### src/rtl/writeback_unit.sv
// -----------------------------------------------------------------------------
// writeback_unit
//
// Drives the register file's single write port (D, DA, RW). Single-cycle ALU
// results are written the edge after they are presented. Long-latency results
// are buffered in a small FIFO and written when the ALU leaves the write port
// free. A busy-bit scoreboard tracks destinations reserved at issue. Each bit
// clears when the matching long-latency result is popped for writeback.
//
// Ports
//   clk, rst_n            rising-edge clock, asynchronous active-low reset
//   alu_valid/rd/data     ALU result, always accepted (no backpressure)
//   mem_valid/rd/data     long-latency result offered to the FIFO
//   mem_ready             FIFO has room (count < DEPTH)
//   rsv_valid/rsv_rd      issue reserves a long-latency destination
//   busy[31:0]            scoreboard; busy[0] is always 0
//   D, DA, RW             registered register-file write port
//   fifo_count            FIFO occupancy
//
// Handshake: a long-latency result transfers on the rising edge where
// mem_valid && mem_ready. The producer holds mem_rd/mem_data stable while
// mem_valid is high and mem_ready is low. mem_ready depends only on the
// registered count, so there is no combinational path from mem_valid.
// The ALU side has no handshake; a valid ALU result is consumed every cycle.
// -----------------------------------------------------------------------------
module writeback_unit #(
  parameter int XLEN  = 32,
  parameter int DEPTH = 2
) (
  input  logic                     clk,
  input  logic                     rst_n,
  input  logic                     alu_valid,
  input  logic [4:0]               alu_rd,
  input  logic [XLEN-1:0]          alu_data,
  input  logic                     mem_valid,
  output logic                     mem_ready,
  input  logic [4:0]               mem_rd,
  input  logic [XLEN-1:0]          mem_data,
  input  logic                     rsv_valid,
  input  logic [4:0]               rsv_rd,
  output logic [31:0]              busy,
  output logic [XLEN-1:0]          D,
  output logic [4:0]               DA,
  output logic                     RW,
  output logic [$clog2(DEPTH):0]   fifo_count
);

  localparam int AW = $clog2(DEPTH);
  localparam int CW = AW + 1;
  localparam logic [CW-1:0] DEPTH_C = CW'(DEPTH);

  // FIFO storage and pointers. DEPTH is a power of two, so the pointers
  // wrap naturally at AW bits.
  logic [4:0]      r_fifo_rd   [DEPTH];
  logic [XLEN-1:0] r_fifo_data [DEPTH];
  logic [AW-1:0]   r_wptr;
  logic [AW-1:0]   r_rptr;
  logic [CW-1:0]   r_count;

  logic [31:0]     r_busy;
  logic [XLEN-1:0] r_d;
  logic [4:0]      r_da;
  logic            r_rw;

  logic            w_push;
  logic            w_pop;
  logic            w_alu_win;
  logic            w_empty;
  logic [4:0]      w_head_rd;
  logic [XLEN-1:0] w_head_data;
  logic [31:0]     w_busy_next;

  assign mem_ready   = (r_count < DEPTH_C);
  assign w_empty     = (r_count == '0);
  assign w_push      = mem_valid && mem_ready;
  // An ALU result aimed at x0 is dropped and leaves the port to the FIFO.
  assign w_alu_win   = alu_valid && (alu_rd != 5'd0);
  assign w_pop       = !w_alu_win && !w_empty;
  assign w_head_rd   = r_fifo_rd[r_rptr];
  assign w_head_data = r_fifo_data[r_rptr];

  // Scoreboard update. The set is applied after the clear, so a reservation
  // and a retirement of the same register on one edge leave the bit set.
  always_comb begin
    w_busy_next = r_busy;
    if (w_pop) begin
      w_busy_next[w_head_rd] = 1'b0;
    end
    if (rsv_valid && (rsv_rd != 5'd0)) begin
      w_busy_next[rsv_rd] = 1'b1;
    end
    w_busy_next[0] = 1'b0;
  end

  // FIFO payload needs no reset; the pointers and count define validity.
  always_ff @(posedge clk) begin
    if (w_push) begin
      r_fifo_rd[r_wptr]   <= mem_rd;
      r_fifo_data[r_wptr] <= mem_data;
    end
  end

  always_ff @(posedge clk or negedge rst_n) begin
    if (!rst_n) begin
      r_wptr  <= '0;
      r_rptr  <= '0;
      r_count <= '0;
    end else begin
      if (w_push) begin
        r_wptr <= r_wptr + 1'b1;
      end
      if (w_pop) begin
        r_rptr <= r_rptr + 1'b1;
      end
      case ({w_push, w_pop})
        2'b10:   r_count <= r_count + 1'b1;
        2'b01:   r_count <= r_count - 1'b1;
        default: r_count <= r_count;
      endcase
    end
  end

  // Write-port arbitration. ALU first, then the FIFO head. D and DA hold
  // their values when there is nothing to write.
  always_ff @(posedge clk or negedge rst_n) begin
    if (!rst_n) begin
      r_d  <= '0;
      r_da <= '0;
      r_rw <= 1'b0;
    end else if (w_alu_win) begin
      r_d  <= alu_data;
      r_da <= alu_rd;
      r_rw <= 1'b1;
    end else if (w_pop) begin
      r_d  <= w_head_data;
      r_da <= w_head_rd;
      // A popped entry for x0 is discarded without a write.
      r_rw <= (w_head_rd != 5'd0);
    end else begin
      r_rw <= 1'b0;
    end
  end

  always_ff @(posedge clk or negedge rst_n) begin
    if (!rst_n) begin
      r_busy <= '0;
    end else begin
      r_busy <= w_busy_next;
    end
  end

  assign busy       = r_busy;
  assign D          = r_d;
  assign DA         = r_da;
  assign RW         = r_rw;
  assign fifo_count = r_count;

endmodule

### config.mk
export PLATFORM = sky130hd
export DESIGN_NAME = writeback_unit
export DESIGN_NICKNAME = d
export VERILOG_FILES = /design/src/rtl/writeback_unit.sv
export SDC_FILE = /design/constraint.sdc
export NUM_CORES = 1
export LEC_CHECK = 0
export CAP_MARGIN = 20
export CORE_UTILIZATION = 36
export CTS_CLUSTER_DIAMETER = 40
export DETAILED_ROUTE_END_ITERATION = 16
export HOLD_SLACK_MARGIN = 0.08
export SLEW_MARGIN = 20
export SYNTH_ARGS = -nofsm -noshare
export SYNTH_HDL_FRONTEND = slang
export SYNTH_SLANG_ARGS = --single-unit
### constraint.sdc
create_clock -name clk -period 5.89 [get_ports clk]
set_input_delay 0.8835 -clock clk [delete_from_list [all_inputs] [get_ports clk]]
set_output_delay 0.8835 -clock clk [all_outputs]
set_load 0.05 [all_outputs]
==> results of run 1 <==
==> layer usage <==
layer,vias to the layer above,global-route usage,routed length (um)
met5,-,0,11
met4,2,0.0730,204
met3,16,0.0679,1070
met2,143,0.267,6740
met1,2105,0.224,6420
li1,2108,-,-
==> how the worst max path moves through the flow <==
| stage | from | to | slack [ns] | cells after the start |
|---|---|---|---|---|
| 3_5_place_dp | alu_rd[0] | fifo_count[1] | 2.72 | 7 |
| 4_1_cts | fifo_count[1] | mem_ready | 3.12 | 2 |
| 5_1_grt | alu_rd[0] | fifo_count[1] | 3.05 | 8 |
| 3_3_place_gp | alu_rd[0] | fifo_count[1] | 2.76 | 7 |
| 6_report | alu_rd[0] | fifo_count[1] | 3.16 | 7 |
| 2_1_floorplan | fifo_count[1] | r_fifo_data[0][0] | 2.65 | 3 |
==> stage by stage <==
step	utilization	instance area, um2	hold WS (ns)
after floorplan	-	6050	0.461
after global placement	0.472	7780	0.496
after detailed placement	0.474	7800	0.505
after CTS	0.509	8390	0.519
after global routing	0.509	8390	0.542
final	0.509	8390	0.518
==> flip-flops by register name, indices dropped and copies added, names as in the netlist <==
register	count
r_wptr	1
RW	1
r_rptr	1
fifo_count	2
D	32
DA	5
r_fifo_data	64
busy	31
r_fifo_rd	10
==> logic make-up (layout without fill, tap and decap cells) <==
family,count (synthesis),count (layout),synth area share
other cells,1,1,0.000620
flops,147,147,0.670
fa+ha+maj,1,1,0.00207
simple gates,122,122,0.0923
mux,38,38,0.0631
compound gates,139,139,0.136
buf+inv,39,201,0.0288
xor+xnor,5,5,0.00724
==> Yosys cell counts (all sizes together) <==
library cell	instances
edfxtp	74
dfrtp	73
o21ai	62
nand2	51
nor2	43
mux2i	37
a21oi	34
clkbuf	20
o31ai	17
buf	10
inv	9
o211ai	9
o221ai	8
o41ai	8
nand3	4
nand3b	4
nor3b	4
xnor2	4
and3b	3
nand2b	3
and3	2
nor3	2
or3b	2
conb	1
ha	1
mux2	1
nand4b	1
o21a	1
or2	1
or3	1
or4	1
xor2	1
==> area by class of cell <==
cell class	count	area, um2	share of cell area
Multi-Input combinational cell	306	1840	0.219
Sequential cell	147	4050	0.483
Clock inverter	12	140	0.0167
Timing Repair Buffer	160	1600	0.191
Inverter	9	33.8	0.00403
Tap cell	220	275	0.0328
Clock buffer	20	447	0.0533
==> worst min-delay path: stages, from the launching register on <==
cell and delay (ns):
dfrtp_1 0.35, o31ai_1 0.07, o21ai_0 0.07
==> power breakdown <==
group	internal [W]	total (W)	switching (W)	leakage [nW]
combinational	0.000636	0.00187	0.00124	1.45
clock	0.000671	0.00107	0.000397	0.291
sequential	0.00137	0.00152	0.000150	1.53
total	0.00268	0.00446	0.00178	3.27
==> results.md, run 1 <==
- Mapped Nets: 577
- Gr usage total: 0.176
- DIE WIDTH: 132 um
- Final setup viols: 0
- CTS max path bufs: 2
- Reg2Reg Setup Slack: 3.50 ns
- Gate Count Post-Synth: 492
- WL final: 14.4 mm
- First-pass GRT wire length: 23.4 mm
- Largest cells by area after synthesis: edfxtp_1 37%, dfrtp_1 30%, mux2i_1 6.1%
- Fillers: 1445
- HP Start: busy[26]
- # Post-CTS Setup Buffers: 0
- TritonCTS buffer count: 17
- DRT iter0 DRCs: 271
- Worst Skew: 0.0103 ns
- Crit path DAT: 3.07 ns
- CP top delay family: simple AND/OR/NAND/NOR gates
- Die Y: 132 um
- Power, Total: 0.00446 W
- Worst R2R End: busy[19]
- CTS Root Cell: clkbuf_16
- Wire per inst: 16.5 um
- CP startpoint kind: primary input
- CTS tree: yes
- Vias: 4374
- Max-slew violations: 0
- Max transition margin: 0.324
- Commonest non-fill, non-tap cell in the layout: clkdlybuf4s50_1
- Critical Path RT: 6.23 ns
- Placed insts: 842
- Largest net degree at the start of global routing: 74
- Synth-to-Final Area Change: 38.7%
- Crit. End Element: register
- Hold Path End: busy[26]
- Drt first pass iters: 4
- Cts-stage hold buffer count: 0
- MaxCap Viol Count: 0
- Worst path max stage delay: 0.54 ns
- Final worst slack: 3.16 ns
- Initial Util: 0.367
- Most used cell, CP: nor2_1
- Cell taking the most area after synthesis: edfxtp_1
- Critical path peak fanout: 31
- #FFs+latches synth: 147
- Clock Latency Late Sink: 0.42 ns
- Reg2reg path depth: 5
- Fin crit period: 2.73 ns
- Post-CTS sizing: 0
- Syn. warnings: 0
- Slew at the pin closest to its max-slew limit: 0.986 ns
- Antenna diodes: 0
- Antenna-violating nets left: 0
- Post-Layout Cell Count: 874
- Initial antenna violation count: 1
- # port buffers: 155
- # DRC: 0
- RSZ-0062 raised after global routing: no
- Mapped Avg Cell Area: 12.3 um2
- Share of layout cells above drive strength 1: 0.0688
- Vias in the first global route: 4400
- Yosys top cell area share: 0.367
- Pwr/cell area: 532 nW/um2
- Worst Hold Depth: 2
- I/O pins: 157
- Status: completed
- CTS sink cnt: 147
- Bufs and invs on worst path: 1
- Die area: 17300 um2
- Sequential share of the synthesized area: 0.670
- Clock transition at path regs: 0.06 ns
- # H-tree levels: 4
- Setup TNS: 0 ns
- Peak VDD IR: 279 uV
- Critical path cell sequence: clkdlybuf4s50_1, or4_1, o21a_2, nor2_1, ha_1, nor2_1, xnor2_1
- Final hold violations: 0
- Most frequent cells in the layout: 154 x clkdlybuf4s50_1, 74 x edfxtp_1, 72 x dfrtp_1
- Vias per inst: 5.00
- GRT overflow: 0
- Cell variety after synth: 37
- Crit Path Class: in2reg
- Worst Hold Class: reg2reg
- # nets final: 726
- Mapped Area: 6050 um2
- Core Area: 16500 um2
- P_leak: 3.27 nW
- RePlAce Congestion: 0.808
- CP max stage cell: or4_1
- # rows: 47
- Max Clock Freq: 366 MHz
- DP Wirelength: 9.85 mm
- Final period utilization: 0.464
- Worst reg2reg startpoint: r_rptr
- Pre-CTS WS: 2.72 ns
Power figures use the tool's default switching activity.
==> run 2: changes to the inputs <==
==> constraint.sdc (replaced) <==
create_clock -name clk -period 2.6 [get_ports clk]
set_input_delay 0.39 -clock clk [delete_from_list [all_inputs] [get_ports clk]]
set_output_delay 0.39 -clock clk [all_outputs]
set_load 0.05 [all_outputs]
==> run 2 against run 1 <==
Routed wire length rose by 0.94%. Design area rose by 1.1%. Cell count rose by 1.1%. Total power rose by 130%. Critical endpoint is now mem_ready. Non-clock buffer count rose by 9. Clock skew fell by 0.0038 ns. Highest routed layer is now met4.
==> results.md, run 2 (synthesis gave the netlist of run 1 again) <==
- HP Start: busy[24] (was busy[26])
- Sw Ratio: 0.405 (was 0.400)
- Setup TNS: 0 ns (unchanged)
- Internal: 0.00600 W (was 0.00268 W)
- P_leak: 3.31 nW (was 3.27 nW)
- Post-Layout Cell Count: 884 (was 874)
- Worst Hold Depth: 2 (unchanged)
- CP startpoint kind: register (was primary input)
- Clock transition at path regs: 0.06 ns (about the same)
- Peak VDD IR: 702 uV (was 279 uV)
- Gr usage total: 0.178 (was 0.176)
- Max-slew violations: 0 (unchanged)
- DIE WIDTH: 132 um (unchanged)
- CTS tree: yes (unchanged)
- # port buffers: 155 (unchanged)
- Power share of the clock group: 0.230 (was 0.239)
- # rows: 47 (unchanged)
- CTS max path bufs: 2 (unchanged)
- Biggest register: r_fifo_data (unchanged)
- Max Clock Freq: 447 MHz
- WL final: 14.6 mm (was 14.4 mm)
- Fillers: 1459 (was 1445)
- Crit path DAT: 1.85 ns (was 3.07 ns)
- DRT iter0 DRCs: 281 (was 271)
- I/O pins: 157 (unchanged)
- Largest net degree at the start of global routing: 58 (was 74)
- # DRC: 0 (unchanged)
- Final setup viols: 0 (unchanged)
- Fin crit period: 2.24 ns
- Final period utilization: 0.861
- Synth-to-Final Area Change: 40.2% (was 38.7%)
- Worst Hold Class: reg2reg (unchanged)
- Critical Path RT: 2.21 ns (was 6.23 ns)
- Crit Path Class: reg2out (was in2reg)
- DP Wirelength: 10.5 mm (was 9.85 mm)
- Initial Util: 0.367 (unchanged)
- RePlAce Congestion: 0.823 (was 0.808)
- Crit. End Element: output port (was register)
- Initial antenna violation count: 1 (unchanged)
- Vias in the first global route: 4510 (was 4400)
- Critical path peak fanout: 4 (was 31)
- Pwr/cell area: 1190 nW/um2 (was 532 nW/um2)
- Final hold violations: 0 (unchanged)
- Largest register FFs: 64 (unchanged)
- Die Y: 132 um (unchanged)
- First-pass GRT wire length: 23.7 mm (was 23.4 mm)
- Critical path cell sequence: inv_1, clkdlybuf4s50_1 (was clkdlybuf4s50_1, or4_1, o21a_2, nor2_1, ha_1, nor2_1, xnor2_1)
- Core Area: 16500 um2 (unchanged)
- Drt first pass iters: 5 (was 4)
- Comb power frac: 0.425 (was 0.420)
- Area of the multi-input gates: 1840 um2 (unchanged)
- Max transition margin: 0.549 (was 0.324)
- CTS Root Cell: clkbuf_16 (unchanged)
- CTS sink cnt: 147 (unchanged)
- Flop pwr share: 0.346 (was 0.341)
- Clock Latency Late Sink: 0.41 ns (was 0.42 ns)
- Vias: 4464 (was 4374)
- Sw power: 0.00409 W (was 0.00178 W)
- # H-tree levels: 4 (unchanged)
- MaxCap Viol Count: 0 (unchanged)
- Wire per inst: 16.5 um (about the same)
- Antenna-violating nets left: 0 (unchanged)
- Share of layout cells above drive strength 1: 0.0799 (was 0.0688)
- Status: completed (unchanged)
- Slew at the pin closest to its max-slew limit: 0.677 ns (was 0.986 ns)
- Worst path max stage delay: 0.85 ns (was 0.54 ns)
- TritonCTS buffer count: 17 (unchanged)
- Most frequent cells in the layout: 154 x clkdlybuf4s50_1, 74 x edfxtp_1, 72 x dfrtp_1 (unchanged)
- # nets final: 735 (was 726)
- Die area: 17300 um2 (unchanged)
- Placed insts: 850 (was 842)
- Worst setup path start: fifo_count[1] (was alu_rd[0])
- Post-layout util: 0.515 (was 0.509)
- Vias per inst: 5.05 (was 5.00)
- Reg2reg path depth: 4 (was 5)
- RSZ-0062 raised after global routing: no (unchanged)
- Post-CTS sizing: 0 (unchanged)
- CP max stage cell: clkdlybuf4s50_1 (was or4_1)
- Commonest non-fill, non-tap cell in the layout: clkdlybuf4s50_1 (unchanged)
- Worst reg2reg startpoint: r_rptr (unchanged)
- Worst Skew: 0.00654 ns (was 0.0103 ns)
- GRT overflow: 0 (unchanged)
- Register area: 4050 um2 (unchanged)
-- run 2: changes by cell type in the layout (fill, tap and decap cells not counted), sizes merged --
cell         before  now
buf               6   14
clkbuf           20   18
inv               9   11
bufinv            3    2
clkinvlp          1    2
diode             0    1
dlygate4sd3       0    1
-- run 2: stage by stage --
| step | area, um2 | hold slack, ns | setup WS, ns | total power, W |
|---|---|---|---|---|
| after floorplan | 6050 | 0.0944 | 0.141 | 0.00628 |
| after global placement | 7900 | 0.469 | 0.179 | 0.00777 |
| after detailed placement | 7900 | 0.473 | 0.126 | 0.00784 |
| after CTS | 8470 | 0.512 | 0.319 | 0.0102 |
| after global routing | 8470 | 0.533 | 0.296 | 0.0106 |
| final | 8480 | 0.522 | 0.361 | 0.0101 |
-- run 2: path summary, 6_finish.rpt --
check | to | slack (ns)
setup / recovery | mem_ready | 0.36
hold / removal | busy[24] | 0.52
setup reg to reg | busy[19] | 0.69
hold reg to reg | busy[24] | 0.52
max in group asynchronous | D[23] | 1.45
min in group asynchronous | busy[20] | 0.57
-- run 2: metal layers --
layer,up-vias,wire length [um],GRT usage
li1,2133,-,-
met1,2171,6380,0.220
met2,150,7070,0.294
met3,10,1010,0.0621
met4,0,121,0.0491
met5,-,0,0
-- run 2: critical path: cells and delay by family, from the launching register on --
| family | cells | cell delay, ns |
|---|---|---|
| flip-flops | 1 | 0.43 |
| buffers and inverters | 2 | 1.01 |
-- run 2: power groups by stage --
| stage | registers, W | clock network [W] | logic, W |
|---|---|---|---|
| 2_1_floorplan | 0.00478 | 0 | 0.00150 |
| 3_3_place_gp | 0.00350 | 0 | 0.00427 |
| 3_5_place_dp | 0.00352 | 0 | 0.00432 |
| 4_1_cts | 0.00349 | 0.00237 | 0.00434 |
| 5_1_grt | 0.00356 | 0.00247 | 0.00458 |
| 6_report | 0.00349 | 0.00232 | 0.00428 |
-- run 2: timing repair --
item,in CTS,in global routing
setup buffers,0,0
hold endpoints to repair,46,0
hold buffers,1,0
-- run 2: layout make-up --
class                           count  area share
Multi-Input combinational cell    306       0.217
Clock buffer                       18      0.0506
Sequential cell                   147       0.478
Tap cell                          220      0.0325
Clock inverter                     14      0.0162
Antenna cell                        1    0.000295
Inverter                            9     0.00399
Timing Repair Buffer              169       0.201
==> run 3: changes to the inputs <==
--- a/config.mk
+++ b/config.mk
@@ -9,6 +9,7 @@
 export CORE_UTILIZATION = 36
 export CTS_CLUSTER_DIAMETER = 40
 export DETAILED_ROUTE_END_ITERATION = 16
+export DONT_BUFFER_PORTS = 1
 export HOLD_SLACK_MARGIN = 0.08
 export SLEW_MARGIN = 20
 export SYNTH_ARGS = -nofsm -noshare
==> run 3 against run 2 <==
Design area shrank 10%. Sequential power grew 39%. Combinational power fell by 50%. Clock skew increased by 0.011 ns. Sequential share of layout area rose by 5.6 points. Hold slack lost 0.43 ns. First-iteration DRC count decreased by 35%. Non-clock buffer count fell by 86. Sequential cell count unchanged.
==> results.md, run 3 (synthesis gave the netlist of run 1 again) <==
- Status: completed (unchanged)
- Drt first pass iters: 6 (was 5)
- Hold Path End: D[4] (was busy[24])
- Die Y: 132 um (unchanged)
- CTS Root Cell: clkbuf_16 (unchanged)
- Post-CTS sizing: 0 (unchanged)
- Gr usage total: 0.174 (was 0.178)
- Biggest register: r_fifo_data (unchanged)
- Crit Path Class: reg2reg (was reg2out)
- Worst reg2reg startpoint: fifo_count[1] (was r_rptr)
- Hold slack: 0.0940 ns (was 0.522 ns)
- Critical path peak fanout: 15 (was 4)
- Wire per inst: 18.0 um (was 16.5 um)
- Fin crit period: 2.40 ns (was 2.24 ns)
- Die area: 17300 um2 (unchanged)
- Worst setup path start: fifo_count[1] (unchanged)
- CP startpoint kind: register (unchanged)
- Final period utilization: 0.923 (was 0.861)
- Share of layout cells above drive strength 1: 0.0953 (was 0.0799)
- Commonest non-fill, non-tap cell in the layout: edfxtp_1 (was clkdlybuf4s50_1)
- Peak VDD IR: 557 uV (was 702 uV)
- Vias in the first global route: 4366 (was 4510)
- Max-slew violations: 0 (unchanged)
- Slew at the pin closest to its max-slew limit: 0.589 ns (was 0.677 ns)
- DP Wirelength: 9.13 mm (was 10.5 mm)
- P_leak: 2.97 nW (was 3.31 nW)
- Pwr/cell area: 1220 nW/um2 (was 1190 nW/um2)
- I/O pins: 157 (unchanged)
- Most frequent cells in the layout: 74 x edfxtp_1, 72 x dfrtp_1, 70 x dlygate4sd3_1 (was 154 x clkdlybuf4s50_1, 74 x edfxtp_1, 72 x dfrtp_1)
- Reg2Reg Setup Slack: 0.20 ns (was 0.69 ns)
- DIE WIDTH: 132 um (unchanged)
- HP Start: alu_data[4] (was busy[24])
- # H-tree levels: 4 (unchanged)
- Max Clock Freq: 417 MHz (was 447 MHz)
- Vias per inst: 5.20 (was 5.05)
- TritonCTS buffer count: 17 (unchanged)
- Initial antenna violation count: 1 (unchanged)
- Final hold violations: 0 (unchanged)
- Placed insts: 694 (was 850)
- CTS max path bufs: 2 (unchanged)
- MaxCap Viol Count: 0 (unchanged)
- WL final: 14.4 mm (was 14.6 mm)
- # port buffers: 0 (was 155)
- Worst R2R End: busy[16] (was busy[19])
- Largest net degree at the start of global routing: 74 (was 58)
- CTS tree: yes (unchanged)
- Largest register FFs: 64 (unchanged)
- Vias: 4150 (was 4464)
- Fillers: 1456 (was 1459)
- # rows: 47 (unchanged)
- RePlAce Congestion: 0.817 (was 0.823)
- # DRC: 0 (unchanged)
- Worst Skew: 0.0178 ns (was 0.00654 ns)
- CTS sink cnt: 147 (unchanged)
- Initial Util: 0.367 (unchanged)
- Clock Latency Late Sink: 0.42 ns (was 0.41 ns)
- Worst Hold Class: in2reg (was reg2reg)
- Crit path DAT: 2.69 ns (was 1.85 ns)
- Final setup viols: 0 (unchanged)
- DRT iter0 DRCs: 184 (was 281)
- Setup TNS: 0 ns (unchanged)
- Antenna-violating nets left: 0 (unchanged)
- Post-Layout Cell Count: 798 (was 884)
- # nets final: 649 (was 735)
- First-pass GRT wire length: 23.2 mm (was 23.7 mm)
- Reg2reg path depth: 5 (was 4)
- Critical Path RT: 2.89 ns (was 2.21 ns)
- Synth-to-Final Area Change: 25.5% (was 40.2%)
- GRT overflow: 0 (unchanged)
- Crit. End Element: register (was output port)
- Clock transition at path regs: 0.06 ns (about the same)
- Worst Hold Depth: 2 (unchanged)
- Core Area: 16500 um2 (unchanged)
- RSZ-0062 raised after global routing: no (unchanged)
- Max transition margin: 0.607 (was 0.549)
-- run 3: area by class of cell --
class / count / area [um2] / area share
Timing Repair Buffer: 83 / 831 / 0.110
Clock inverter: 15 / 121 / 0.0160
Antenna cell: 1 / 2.50 / 0.000330
Clock buffer: 17 / 425 / 0.0561
Inverter: 9 / 33.8 / 0.00445
Tap cell: 220 / 275 / 0.0363
Multi-Input combinational cell: 306 / 1850 / 0.243
Sequential cell: 147 / 4050 / 0.534
-- run 3: metal layers --
metal	track usage	up-vias	wire length (um)
li1	-	1944	-
met4	0.0627	0	193
met3	0.0656	17	1200
met1	0.197	2039	5810
met2	0.298	150	7190
met5	0	-	0
-- run 3: power breakdown --
part	internal [W]	switching, W	leakage, nW
clock	0.00124	0.00103	0.260
sequential	0.00307	0.00178	1.53
combinational	0.000831	0.00131	1.18
total	0.00515	0.00411	2.97
-- run 3: through the flow --
| stage | util | power (W) | cell area, um2 | setup WS, ns |
|---|---|---|---|---|
| 2_1_floorplan | - | 0.00628 | 6050 | 0.141 |
| 3_3_place_gp | 0.383 | 0.00684 | 6310 | 0.492 |
| 3_5_place_dp | 0.383 | 0.00690 | 6310 | 0.456 |
| 4_1_cts | 0.461 | 0.00931 | 7580 | 0.188 |
| 5_1_grt | 0.461 | 0.00972 | 7590 | 0.0205 |
| 6_report | 0.461 | 0.00925 | 7590 | 0.200 |
-- run 3: worst max path at each step --
stage	to	slack [ns]	depth (start not counted)
after floorplan	r_fifo_data[1][0]	0.14	2
after global placement	fifo_count[1]	0.49	6
after detailed placement	fifo_count[1]	0.46	6
after CTS	busy[16]	0.19	5
after global routing	busy[16]	0.02	5
final	busy[16]	0.20	5
-- run 3: worst max-delay path: stages, from the launching register on --
cell and delay, ns:
dfrtp_1 0.72, or2_2 0.38, o211ai_1 0.25, o31ai_1 0.27, o31ai_1 0.10, dlygate4sd3_1 0.56
-- run 3: timing repair --
action | in CTS | in global routing
hold buffers | 71 | 0
setup buffers | 0 | 0
hold endpoints to repair | 177 | 0
